===== config.mk =====
export PLATFORM = sky130hd
export DESIGN_NAME = rr_arb_mux4
export DESIGN_NICKNAME = d
export VERILOG_FILES = /design/src/rtl/rr_arb_pkg.sv /design/src/rtl/mux4.sv /design/src/rtl/rr_arb_mux4.sv
export SDC_FILE = /design/constraint.sdc
export NUM_CORES = 1
export LEC_CHECK = 0
export ABC_AREA = 1
export ABC_CLOCK_PERIOD_IN_PS = 2760
export CORE_MARGIN = 2
export CORE_UTILIZATION = 36
export DETAILED_ROUTE_END_ITERATION = 8
export GPL_TIMING_DRIVEN = 0
export PLACE_DENSITY = 0.85
export SLEW_MARGIN = 30
export SYNTH_ARGS = -nofsm -noshare
export SYNTH_HDL_FRONTEND = slang
export SYNTH_SLANG_ARGS = --single-unit

===== constraint.sdc =====
create_clock -name clk -period 2.76 [get_ports clk]
set_input_delay 0.414 -clock clk [delete_from_list [all_inputs] [get_ports clk]]
set_output_delay 0.414 -clock clk [all_outputs]
set_load 0.005 [all_outputs]

===== src/rtl/rr_arb_pkg.sv =====
// Shared types and the circular priority search for the round-robin arbiter.
// Used by rr_arb_mux4.
package rr_arb_pkg;

    localparam int NSRC = 4;

    typedef enum logic {IDLE, GRANT} arb_state_t;

    typedef struct packed {
        logic       found;
        logic [1:0] idx;
    } pick_t;

    // First set bit of req, searching circularly from ptr.
    // exclude_last drops the slot just before ptr from the search.
    function automatic pick_t rr_pick(
        input logic [NSRC-1:0] req,
        input logic [1:0]      ptr,
        input logic            exclude_last
    );
        pick_t      p;
        logic [1:0] i;
        p = '0;
        // Walk from the far end so the slot closest to ptr wins.
        for (int k = NSRC - 1; k >= 0; k--) begin
            i = ptr + 2'(k);
            if (req[i] && !(exclude_last && (k == NSRC - 1))) begin
                p.found = 1'b1;
                p.idx   = i;
            end
        end
        return p;
    endfunction

endpackage


===== src/rtl/mux4.sv =====
// Plain W-bit 4:1 multiplexer.
// Used by rr_arb_mux4 for the shared output.
module mux4 #(
    parameter int W = 32
) (
    input  logic [1:0]   sel,
    input  logic [W-1:0] d0,
    input  logic [W-1:0] d1,
    input  logic [W-1:0] d2,
    input  logic [W-1:0] d3,
    output logic [W-1:0] y
);

    always_comb begin
        y = '0;
        unique case (sel)
            2'd0: y = d0;
            2'd1: y = d1;
            2'd2: y = d2;
            2'd3: y = d3;
        endcase
    end

endmodule


===== src/rtl/rr_arb_mux4.sv =====
// Round-robin arbiter owning a shared 4:1 mux; grant is held while the
// owner keeps requesting, up to MAX_HOLD cycles.
module rr_arb_mux4
    import rr_arb_pkg::*;
#(
    parameter int W        = 32,
    parameter int MAX_HOLD = 8
) (
    input  logic            clk,
    input  logic            rst_n,
    input  logic [3:0]      req,
    input  logic [W-1:0]    d0,
    input  logic [W-1:0]    d1,
    input  logic [W-1:0]    d2,
    input  logic [W-1:0]    d3,
    output logic [3:0]      gnt,
    output logic [1:0]      sel,
    output logic [W-1:0]    y,
    output logic            y_valid
);

    localparam logic [7:0] MAX_Q = 8'(MAX_HOLD);

    arb_state_t state_q, state_d;
    logic [3:0] gnt_q, gnt_d;
    logic [1:0] sel_q, sel_d;
    logic       y_valid_q, y_valid_d;
    logic [7:0] hold_cnt_q, hold_cnt_d;
    logic [1:0] ptr_q, ptr_d;
    pick_t      pick;
    logic [1:0] owner;

    always_comb begin
        state_d    = state_q;
        gnt_d      = gnt_q;
        sel_d      = sel_q;
        y_valid_d  = y_valid_q;
        hold_cnt_d = hold_cnt_q;
        ptr_d      = ptr_q;
        pick       = '0;
        owner      = sel_q;
        unique case (state_q)
            IDLE: begin
                pick = rr_pick(req, ptr_q, 1'b0);
                if (pick.found) begin
                    state_d    = GRANT;
                    gnt_d      = 4'b0001 << pick.idx;
                    sel_d      = pick.idx;
                    y_valid_d  = 1'b1;
                    hold_cnt_d = 8'd1;
                end
            end
            GRANT: begin
                if (req[owner] && (hold_cnt_q < MAX_Q)) begin
                    hold_cnt_d = hold_cnt_q + 8'd1;
                end else begin
                    // Searching from owner+1 puts the owner's bit last.
                    ptr_d = owner + 2'd1;
                    pick  = rr_pick(req, ptr_d, 1'b0);
                    if (pick.found) begin
                        gnt_d      = 4'b0001 << pick.idx;
                        sel_d      = pick.idx;
                        hold_cnt_d = 8'd1;
                    end else begin
                        state_d    = IDLE;
                        gnt_d      = 4'b0000;
                        y_valid_d  = 1'b0;
                        hold_cnt_d = 8'd0;
                    end
                end
            end
            default: ;
        endcase
    end

    always_ff @(posedge clk or negedge rst_n) begin
        if (!rst_n) begin
            state_q    <= IDLE;
            gnt_q      <= 4'b0000;
            sel_q      <= 2'd0;
            y_valid_q  <= 1'b0;
            hold_cnt_q <= 8'd0;
            ptr_q      <= 2'd0;
        end else begin
            state_q    <= state_d;
            gnt_q      <= gnt_d;
            sel_q      <= sel_d;
            y_valid_q  <= y_valid_d;
            hold_cnt_q <= hold_cnt_d;
            ptr_q      <= ptr_d;
        end
    end

    assign gnt     = gnt_q;
    assign sel     = sel_q;
    assign y_valid = y_valid_q;

    mux4 #(.W(W)) u_mux (
        .sel (sel_q),
        .d0  (d0),
        .d1  (d1),
        .d2  (d2),
        .d3  (d3),
        .y   (y)
    );

endmodule


==> out/metrics.csv, run 1 <==
stage,metric,value,unit
outcome,outcome,finished clean,
cts,clockBufferDepth,2,
cells_and_area,drive_gt1_share,11.1,%
logic_synthesis,synthTopCellsByCount,"nand2_1 (100), o21ai_0 (39), a21oi_1 (36)",
logic_synthesis,syn_area_per_cell,6.24,sq um
worst_setup_path,cp_cell_sequence,"buf_6, inv_8, ha_4, clkbuf_8, a22o_1, a21oi_1, o21ai_0, clkdlybuf4s50_1",
power_and_ir_drop,power_density,1060,nW/um^2
drt,drt-total-wl,9.42,mm
cells_and_area,final_cells,598,
logic_synthesis,ys_seq_elements,18,
drt,via_count,3085,
worst_setup_path,endpoint_kind,output port,
worst_setup_path,crit_family,buffers and inverters,
worst_setup_path,crit_path_top_delay_cell,clkdlybuf4s50_1,
worst_setup_path,worst_ep_arrival_time,2.23,ns
logic_synthesis,synth_nets,487,
worst_setup_path,critical_path_required,2.35,ns
drt,ant_nets,0,
grt,grt_pass1_wl,13.4,mm
floorplanning,die_w,81.7,um
worst_setup_path,cpPeakStageDelay,0.55,ns
place,place_congestion,0.870,
worst_setup_path,cp-startpoint,sel[0]$_DFFE_PN0P_,
logic_synthesis,synth_top_cell_by_area,dfrtp_1,
floorplanning,die-area,6670,sq um
logic_synthesis,synth_cells,348,
power_and_ir_drop,ir_worst_vdd,0.833,mV
cells_and_area,utilization,70.0,%
sta,setup_viol,0,
min_path,min_path_type,flop to flop,
worst_setup_path,path_max_fanout,10,
cells_and_area,nFillCells,479,
cts,clkTransAtPathRegs,0.07,ns
logic_synthesis,synth.top_cell.area_share,20.7,%
logic_synthesis,ys_top_cells_by_area,"dfrtp_1 (21%), nand2_1 (17%), a22o_1 (13%), o21ai_0 (9.0%), a21oi_1 (8.3%)",
logic_synthesis,syn_area,2170,sq um
place,dp.cells,595,
sta,rsz0062_at_grt,no,
grt,globalRoute.totalOverflow,0,
power_and_ir_drop,power_leakage,1.80,nW
cells_and_area,area_growth,89.7,%
drt,wire_per_inst,15.7,um
job,maxCapViolCount,0,
sta,finalMaxSlewViolations,0,
cts,cts.sinks,18,
logic_synthesis,yosysSeqAreaShare,20.7,%
floorplanning,initial_utilization,36.9,%
sta,finalClockSkew,0.00667,ns
cts,cts_tree,yes,
sta,whs,0.510,ns
grt,gr-usage-all-layers,25.7,%
sta,min_period,2.64,ns
worst_setup_path,crit_path_start_kind,flop,
cts,htreeDepth,1,
logic_synthesis,yosysUniqueCellTypes,32,
grt,antenna_found_initial,0,
place,place_hpwl,7.68,mm
worst_setup_path,critical_path_buf_inv_count,4,
min_path,min_from,hold_cnt_q[7]$_DFFE_PN0P_,
sta,worst_pin_slew,0.795,ns
logic_synthesis,synth-async-reset-ratio,100,%
drt,drtIter0Drc,119,
logic_synthesis,synth-edff-count,0,
sta,fmaxAchievable,0.378,GHz
cells_and_area,antennaDiodeCount,0,
floorplanning,die_h,81.7,um
cells_and_area,fin_nets,663,
logic_synthesis,synth_warnings,0,
grt,grt_max_degree,19,
place,portBuffers,172,
floorplanning,core,5890,sq um
worst_setup_path,crit_type,flop to output port,
floorplanning,num_io_pins,173,
cts,clock_latency,0.26,ns
grt,grt_pass1_vias,2876,
cts,cts_hold_buf,0,
worst_setup_path,r2r_start,sel[0]$_DFFE_PN0P_,
floorplanning,row_count,28,
cts,clockRootBuffer,clkbuf_8,
drt,viasPerCell,5.16,
sta,relSlewSlack,46.8,%
cts,numCtsBuffers,3,
drt,drcViolationCount,0,
drt,dr.pass1.iters,4,
sta,period_share,95.8,%
sta,hold_viol,0,
logic_synthesis,ys_dominant_reg_cell,dfrtp_1,
logic_synthesis,yosysMostFrequentCell,nand2_1,
state kept, by name (all words and copies together), names as in the netlist:
signal	flops
ptr_q	2
hold_cnt_q	8
gnt	4
y_valid	1
state_q	1
sel	2
tightest hold or removal path: stages, from the launching register on:
cell and delay, ns:
dfrtp_1 0.38, inv_1 0.06, nor2_2 0.04
final timing paths:
check / slack, ns / endpoint / depth (start not counted)
max: 0.12 / y[3] / 8
min: 0.51 / hold_cnt_q[7]$_DFFE_PN0P_ / 2
max reg2reg: 0.56 / gnt[3]$_DFFE_PN0P_ / 17
min reg2reg: 0.51 / hold_cnt_q[7]$_DFFE_PN0P_ / 2
max in group asynchronous: 1.60 / sel[1]$_DFFE_PN0P_ / 1
min in group asynchronous: 0.61 / y_valid$_DFFE_PN0P_ / 1
metal layers:
| layer | GRT usage [%] | vias up | part of all wire, % |
|---|---|---|---|
| met4 | 10.7 | 0 | 3.6 |
| met3 | 4.95 | 29 | 8.0 |
| li1 | - | 1529 | - |
| met1 | 30.3 | 1407 | 39 |
| met5 | 0 | - | 0 |
| met2 | 45.5 | 120 | 50 |
where the power goes:
part           total, W  switching, W  internal (W)
registers      0.000453     0.0000829      0.000370
logic           0.00369       0.00195       0.00174
clock network  0.000220     0.0000934      0.000127
cell families (layout without fill, tap and decap cells):
kind of cell,after synthesis,in the layout,share of synthesized area [%]
AOI/OAI and AO/OA,115,115,33.4
xor gates and xnor gates,1,1,0.404
adders and majority gates,5,5,2.88
buffers and inverters,50,225,10.0
DFF,18,18,20.7
and+or+nand+nor,159,159,32.6
through the flow:
stage	total power [W]	setup TNS [ns]	setup WS [ns]	cell area, sq um
2_1_floorplan	0.00252	0	0.840	2170
3_3_place_gp	0.00389	-0.139	-0.0596	3990
3_5_place_dp	0.00401	-0.223	-0.0588	3990
4_1_cts	0.00429	-0.00190	-0.00190	4080
5_1_grt	0.00476	0	0.00836	4120
6_report	0.00437	0	0.116	4120
layout by cell type (no fill, tap or decap), types with 3 or more instances in the layout:
master / instances
o21ai_0: 35
nand3_2: 3
clkbuf_8: 7
nand2_2: 8
nor2_2: 4
clkdlybuf4s50_1: 169
nand3_1: 17
o21ai_1: 4
o21ai_2: 3
a21oi_1: 36
dfrtp_1: 17
nand2_1: 100
inv_1: 22
a22o_1: 32
nor2_1: 21
clkbuf_2: 9
inv_2: 5
timing repair:
item,4_1_cts,5_1_grt
resized for setup,25,14
endpoints found under the setup margin,32,23
pin swaps,0,0
buffers inserted,0,0
final cells by class:
type                    count  area [sq um]  area share [%]
multi-input cells         280          1540            37.3
flip-flops and latches     18           452            11.0
plain buffers              18           130            3.16
well taps                  75          93.8            2.28
repair buffers            172          1720            41.8
inverters                  31           130            3.16
clock buffers               4          55.1            1.34
(Power assumes the default switching activity.)
==> run 2: changes to the inputs <==
- CORE_MARGIN: 2 -> default
- PLACE_DENSITY: 0.85 -> 0.95
==> out/metrics.csv, run 2 (synthesized netlist as in run 1, its figures left out) <==
stage,metric,value,unit,change
place,dp.cells,592,,-0.50%
cells_and_area,final_cells,595,,-0.50%
power_and_ir_drop,p_seq_share,10.4,%,about the same
sta,min_period,2.69,ns,+0.0423 ns
worst_setup_path,endpoint_kind,output port,,
sta,fmaxAchievable,0.372,GHz,-1.6%
worst_setup_path,reg2reg_slack,0.49,ns,-0.07 ns
drt,viasPerCell,5.30,,+2.7%
power_and_ir_drop,power_frac_comb,84.7,%,about the same
place,portBuffers,172,,unchanged
cells_and_area,stdcell_area,4100,sq um,-0.49%
grt,gr-usage-all-layers,28.1,%,+2.5 points
grt,grt_pass1_vias,2957,,+2.8%
floorplanning,die-area,6340,sq um,-4.8%
cts,clock_latency,0.25,ns,about the same
floorplanning,row_count,27,,-3.6%
power_and_ir_drop,power.internal,0.00221,W,-1.2%
min_path,min_path_type,flop to flop,,
sta,finalSetupTns,0,ns,unchanged
drt,drt-total-wl,9.40,mm,-0.17%
cts,postCtsSetupBuffers,0,,unchanged
drt,via_count,3151,,+2.1%
power_and_ir_drop,power_leakage,1.81,nW,+0.76%
power_and_ir_drop,power_density,1060,nW/um^2,about the same
cts,clockBufferDepth,2,,unchanged
cts,cts_resized,24,,-4.0%
cts,htreeDepth,1,,unchanged
worst_setup_path,crit_type,flop to output port,,
drt,dr.pass1.iters,4,,unchanged
cts,clockRootBuffer,clkbuf_8,,
drt,drtIter0Drc,152,,+28%
place,place_congestion,0.931,,+7.1%
cts,clkTransAtPathRegs,0.07,ns,about the same
drt,ant_nets,0,,unchanged
sta,period_share,97.3,%,+1.5 points
cells_and_area,drive_gt1_share,11.1,%,unchanged
place,place_hpwl,7.53,mm,-2.0%
worst_setup_path,worst_ep_arrival_time,2.27,ns,+0.04 ns
sta,whs,0.500,ns,-0.0100 ns
drt,drcViolationCount,0,,unchanged
sta,setup_viol,0,,unchanged
grt,grt_max_degree,19,,unchanged
sta,finalMaxSlewViolations,0,,unchanged
power_and_ir_drop,ir_worst_vdd,0.816,mV,-2.1%
cells_and_area,fin_nets,663,,unchanged
floorplanning,die_h,79.7,um,-2.4%
place,place_area,3980,sq um,about the same
cells_and_area,top_register,hold_cnt_q,,
power_and_ir_drop,switching_share,49.2,%,+0.42 points
sta,hold_viol,0,,unchanged
cells_and_area,layout_commonest_cell,clkdlybuf4s50_1,,
floorplanning,num_io_pins,173,,unchanged
cells_and_area,largest_register_ffs,8,,unchanged
grt,globalRoute.totalOverflow,0,,unchanged
sta,finalClockSkew,0.00133,ns,-0.00534 ns
sta,rsz0062_at_grt,yes,,
floorplanning,core,5640,sq um,-4.1%
worst_setup_path,crit_path_start_kind,flop,,
job,maxCapViolCount,0,,unchanged
cells_and_area,antennaDiodeCount,0,,unchanged
floorplanning,initial_utilization,38.5,%,+1.6 points
cells_and_area,nFillCells,428,,-11%
drt,wire_per_inst,15.8,um,+0.33%
cts,numCtsBuffers,3,,unchanged
grt,grt_pass1_wl,14.2,mm,+5.4%
power_and_ir_drop,p_clk_share,4.9,%,about the same
sta,relSlewSlack,46.3,%,-0.58 points
worst_setup_path,path_max_fanout,10,,unchanged
floorplanning,die_w,79.7,um,-2.4%
power_and_ir_drop,p_total,0.00435,W,-0.39%
grt,antenna_found_initial,0,,unchanged
power_and_ir_drop,p_sw,0.00214,W,+0.47%
cells_and_area,area_growth,88.8,%,
outcome,outcome,finished clean,,
cells_and_area,final_cell_mix,"clkdlybuf4s50_1 (168), nand2_1 (100), a21oi_1 (36)",,
cts,cts_hold_buf,0,,unchanged
worst_setup_path,critical_path_required,2.35,ns,about the same
cts,cts_tree,yes,,
sta,worst_pin_slew,0.803,ns,+0.00862 ns
cts,cts.sinks,18,,unchanged
run 2: cell types whose count changed in the layout (fill, tap and decap cells not counted), moves of 2 or more:
cell | previous run | this run
clkbuf_8 | 7 | 4
clkbuf_2 | 9 | 7
buf_4 | 0 | 2
buf_2 | 2 | 4
run 2: final timing paths:
check                                            endpoint  cells after the start               start
worst min register to register         gnt[0]$_DFFE_PN0P_                      2  gnt[0]$_DFFE_PN0P_
worst max-delay path                                 y[4]                      8  sel[0]$_DFFE_PN0P_
worst max register to register         gnt[3]$_DFFE_PN0P_                     17  sel[0]$_DFFE_PN0P_
min in group asynchronous       hold_cnt_q[1]$_DFFE_PN0P_                      1               rst_n
max in group asynchronous       hold_cnt_q[3]$_DFFE_PN0P_                      1               rst_n
worst min-delay path                   gnt[0]$_DFFE_PN0P_                      2  gnt[0]$_DFFE_PN0P_
run 2: layout make-up:
type,instances,area [sq um],share of cell area [%]
plain buffers,18,119,2.90
multi-input cells,280,1530,37.3
well taps,72,90.1,2.20
flip-flops and latches,18,450,11.0
repair buffers,172,1720,42.1
inverters,31,130,3.17
clock buffers,4,55.1,1.34
run 2: per-stage QoR:
step / util [%] / setup WS [ns]
floorplan: - / 0.840
global placement: 70.6 / -0.0565
detailed placement: 70.6 / -0.0801
CTS: 72.0 / 0.0119
global route: 72.7 / -0.00580
finish: 72.7 / 0.0734
run 2: layer usage:
metal / up-vias / part of all wire (%) / global-route usage [%]
met1: 1441 / 39 / 33.5
li1: 1529 / - / -
met2: 148 / 49 / 48.1
met3: 33 / 8.8 / 6.17
met5: - / 0 / 0
met4: 0 / 3.5 / 12.2
run 2: power by group through the flow:
| stage | clock network (W) | registers, W | logic, W |
|---|---|---|---|
| detailed placement | 0 | 0.000450 | 0.00355 |
| global route | 0.000226 | 0.000459 | 0.00408 |
| CTS | 0.000217 | 0.000447 | 0.00361 |
| global placement | 0 | 0.000443 | 0.00343 |
| finish | 0.000213 | 0.000453 | 0.00368 |
| floorplan | 0 | 0.000437 | 0.00208 |
run 2: worst max-delay path: stages (launching register included):
cell and delay, ns:
dfrtp_1 0.45, buf_6 0.18, inv_8 0.09, ha_4 0.17, buf_4 0.19, a22o_1 0.16
a21oi_1 0.05, o21ai_0 0.18, clkdlybuf4s50_1 0.53
==> run 3: changes to the inputs <==
- CORE_MARGIN: default -> 3
==> out/metrics.csv, run 3 (synthesized netlist as in run 1, its figures left out) <==
stage,metric,value,unit,change
drt,dr.pass1.iters,4,,unchanged
floorplanning,die_h,83.7,um,+5.0%
worst_setup_path,path_max_fanout,10,,unchanged
min_path,min_path_type,flop to flop,,
grt,globalRoute.totalOverflow,0,,unchanged
drt,drtIter0Drc,115,,-24%
sta,worst_pin_slew,0.759,ns,-0.0439 ns
cells_and_area,antennaDiodeCount,0,,unchanged
sta,finalClockSkew,0.00226,ns,+0.000926 ns
cts,cts_tree,yes,,
drt,drcViolationCount,0,,unchanged
floorplanning,row_count,27,,unchanged
cts,cts.sinks,18,,unchanged
sta,relSlewSlack,49.2,%,+2.9 points
outcome,outcome,finished clean,,
cts,numCtsBuffers,3,,unchanged
worst_setup_path,reg2reg_slack,0.57,ns,+0.08 ns
place,portBuffers,172,,unchanged
cells_and_area,drive_gt1_share,9.94,%,-1.1 points
grt,grt_max_degree,19,,unchanged
place,place_congestion,0.898,,-3.6%
floorplanning,die-area,7000,sq um,+10%
sta,setup_viol,0,,unchanged
cts,htreeDepth,1,,unchanged
floorplanning,num_io_pins,173,,unchanged
cells_and_area,largest_register_ffs,8,,unchanged
cells_and_area,area_growth,88.0,%,
place,place_area,3980,sq um,unchanged
cells_and_area,final_cell_mix,"clkdlybuf4s50_1 (166), nand2_1 (100), a21oi_1 (36)",,
sta,rsz0062_at_grt,yes,,
worst_setup_path,crit_type,flop to output port,,
cells_and_area,top_register,hold_cnt_q,,
grt,grt_pass1_vias,3144,,+6.3%
worst_setup_path,endpoint_kind,output port,,
drt,wire_per_inst,16.6,um,+4.9%
floorplanning,core,5680,sq um,+0.60%
grt,gr-usage-all-layers,27.0,%,-1.1 points
power_and_ir_drop,ir_worst_vdd,0.791,mV,-3.1%
grt,antenna_found_initial,0,,unchanged
drt,ant_nets,0,,unchanged
cells_and_area,fin_nets,664,,+0.15%
floorplanning,die_w,83.7,um,+5.0%
cells_and_area,stdcell_area,4080,sq um,-0.46%
worst_setup_path,crit_path_top_delay_cell,clkdlybuf4s50_1,,
cts,clkTransAtPathRegs,0.06,ns,about the same
drt,viasPerCell,5.32,,+0.44%
cts,clockBufferDepth,2,,unchanged
power_and_ir_drop,power_leakage,1.85,nW,+1.9%
job,maxCapViolCount,0,,unchanged
drt,drt-total-wl,9.86,mm,+4.9%
sta,period_share,99.6,%,+2.2 points
cells_and_area,layout_commonest_cell,clkdlybuf4s50_1,,
cts,clockRootBuffer,clkbuf_8,,
cts,cts_hold_buf,0,,unchanged
sta,min_period,2.75,ns,+0.0610 ns
floorplanning,initial_utilization,38.2,%,-0.23 points
worst_setup_path,cpPeakStageDelay,0.57,ns,+0.04 ns
sta,fmaxAchievable,0.364,GHz,-2.2%
worst_setup_path,cp_cell_sequence,"buf_6, inv_8, ha_2, buf_4, a22o_1, a21oi_1, o21ai_0, clkdlybuf4s50_1",,
place,place_hpwl,8.15,mm,+8.2%
grt,grt_pass1_wl,15.5,mm,+9.1%
worst_setup_path,critical_path_required,2.35,ns,about the same
worst_setup_path,worst_ep_arrival_time,2.33,ns,+0.06 ns
place,dp.cells,592,,unchanged
drt,via_count,3165,,+0.44%
power_and_ir_drop,power_density,1050,nW/um^2,-0.93%
cells_and_area,final_cells,595,,unchanged
sta,finalMaxSlewViolations,0,,unchanged
worst_setup_path,crit_path_start_kind,flop,,
cts,clock_latency,0.25,ns,about the same
sta,hold_viol,0,,unchanged
## run 3: power by group
group	internal, W	switching, W
logic	0.00171	0.00196
registers	0.000369	0.0000735
clock network	0.0000971	0.0000840
total	0.00217	0.00212
## run 3: metrics by stage
step | util (%) | worst slack [ns] | power [W] | hold WS [ns] | setup TNS, ns
after floorplan | - | 0.840 | 0.00252 | 0.118 | 0
after global placement | 70.2 | 0.0140 | 0.00389 | 0.470 | 0
after detailed placement | 70.2 | -0.000870 | 0.00401 | 0.471 | -0.000870
after CTS | 71.5 | 0.00823 | 0.00426 | 0.494 | 0
after global routing | 71.9 | -0.0212 | 0.00467 | 0.524 | -0.0741
final | 71.9 | 0.0124 | 0.00429 | 0.492 | 0
## run 3: critical path, delay by kind of cell, from the launching register on
family	cells	cell delay, ns
adder cells (fa/ha/maj)	1	0.23
buffers and inverters	4	1.01
flip-flops	1	0.43
AO/OA/AOI/OAI	3	0.40
## run 3: layout make-up
type | count | area (sq um)
Timing Repair Buffer | 173 | 1740
Multi-Input combinational cell | 280 | 1510
Tap cell | 72 | 90.1
Inverter | 31 | 130
Clock buffer | 3 | 41.3
Fill cell | 479 | 1600
Buffer | 18 | 116
Sequential cell | 18 | 450
## run 3: metal layers
metal	vias to the layer above	wire [um]	track usage, %
met4	0	295	9.80
met3	23	656	4.64
met1	1462	3890	31.0
met5	-	0	0
met2	145	5020	49.7
li1	1535	-	-
## run 3: path summary, 6_finish.rpt
check	startpoint	cells after the start	endpoint
min in group asynchronous	rst_n	1	hold_cnt_q[2]$_DFFE_PN0P_
max in group asynchronous	rst_n	1	ptr_q[1]$_DFFE_PN0P_
hold reg to reg	gnt[0]$_DFFE_PN0P_	2	gnt[0]$_DFFE_PN0P_
setup / recovery	sel[0]$_DFFE_PN0P_	8	y[21]
setup reg to reg	sel[0]$_DFFE_PN0P_	17	gnt[3]$_DFFE_PN0P_
hold / removal	gnt[0]$_DFFE_PN0P_	2	gnt[0]$_DFFE_PN0P_
## run 3: repair_timing
| item | 4_1_cts | 5_1_grt |
|---|---|---|
| resized for setup | 19 | 20 |
| endpoints found under the setup margin | 32 | 27 |
| buffers inserted | 0 | 1 |
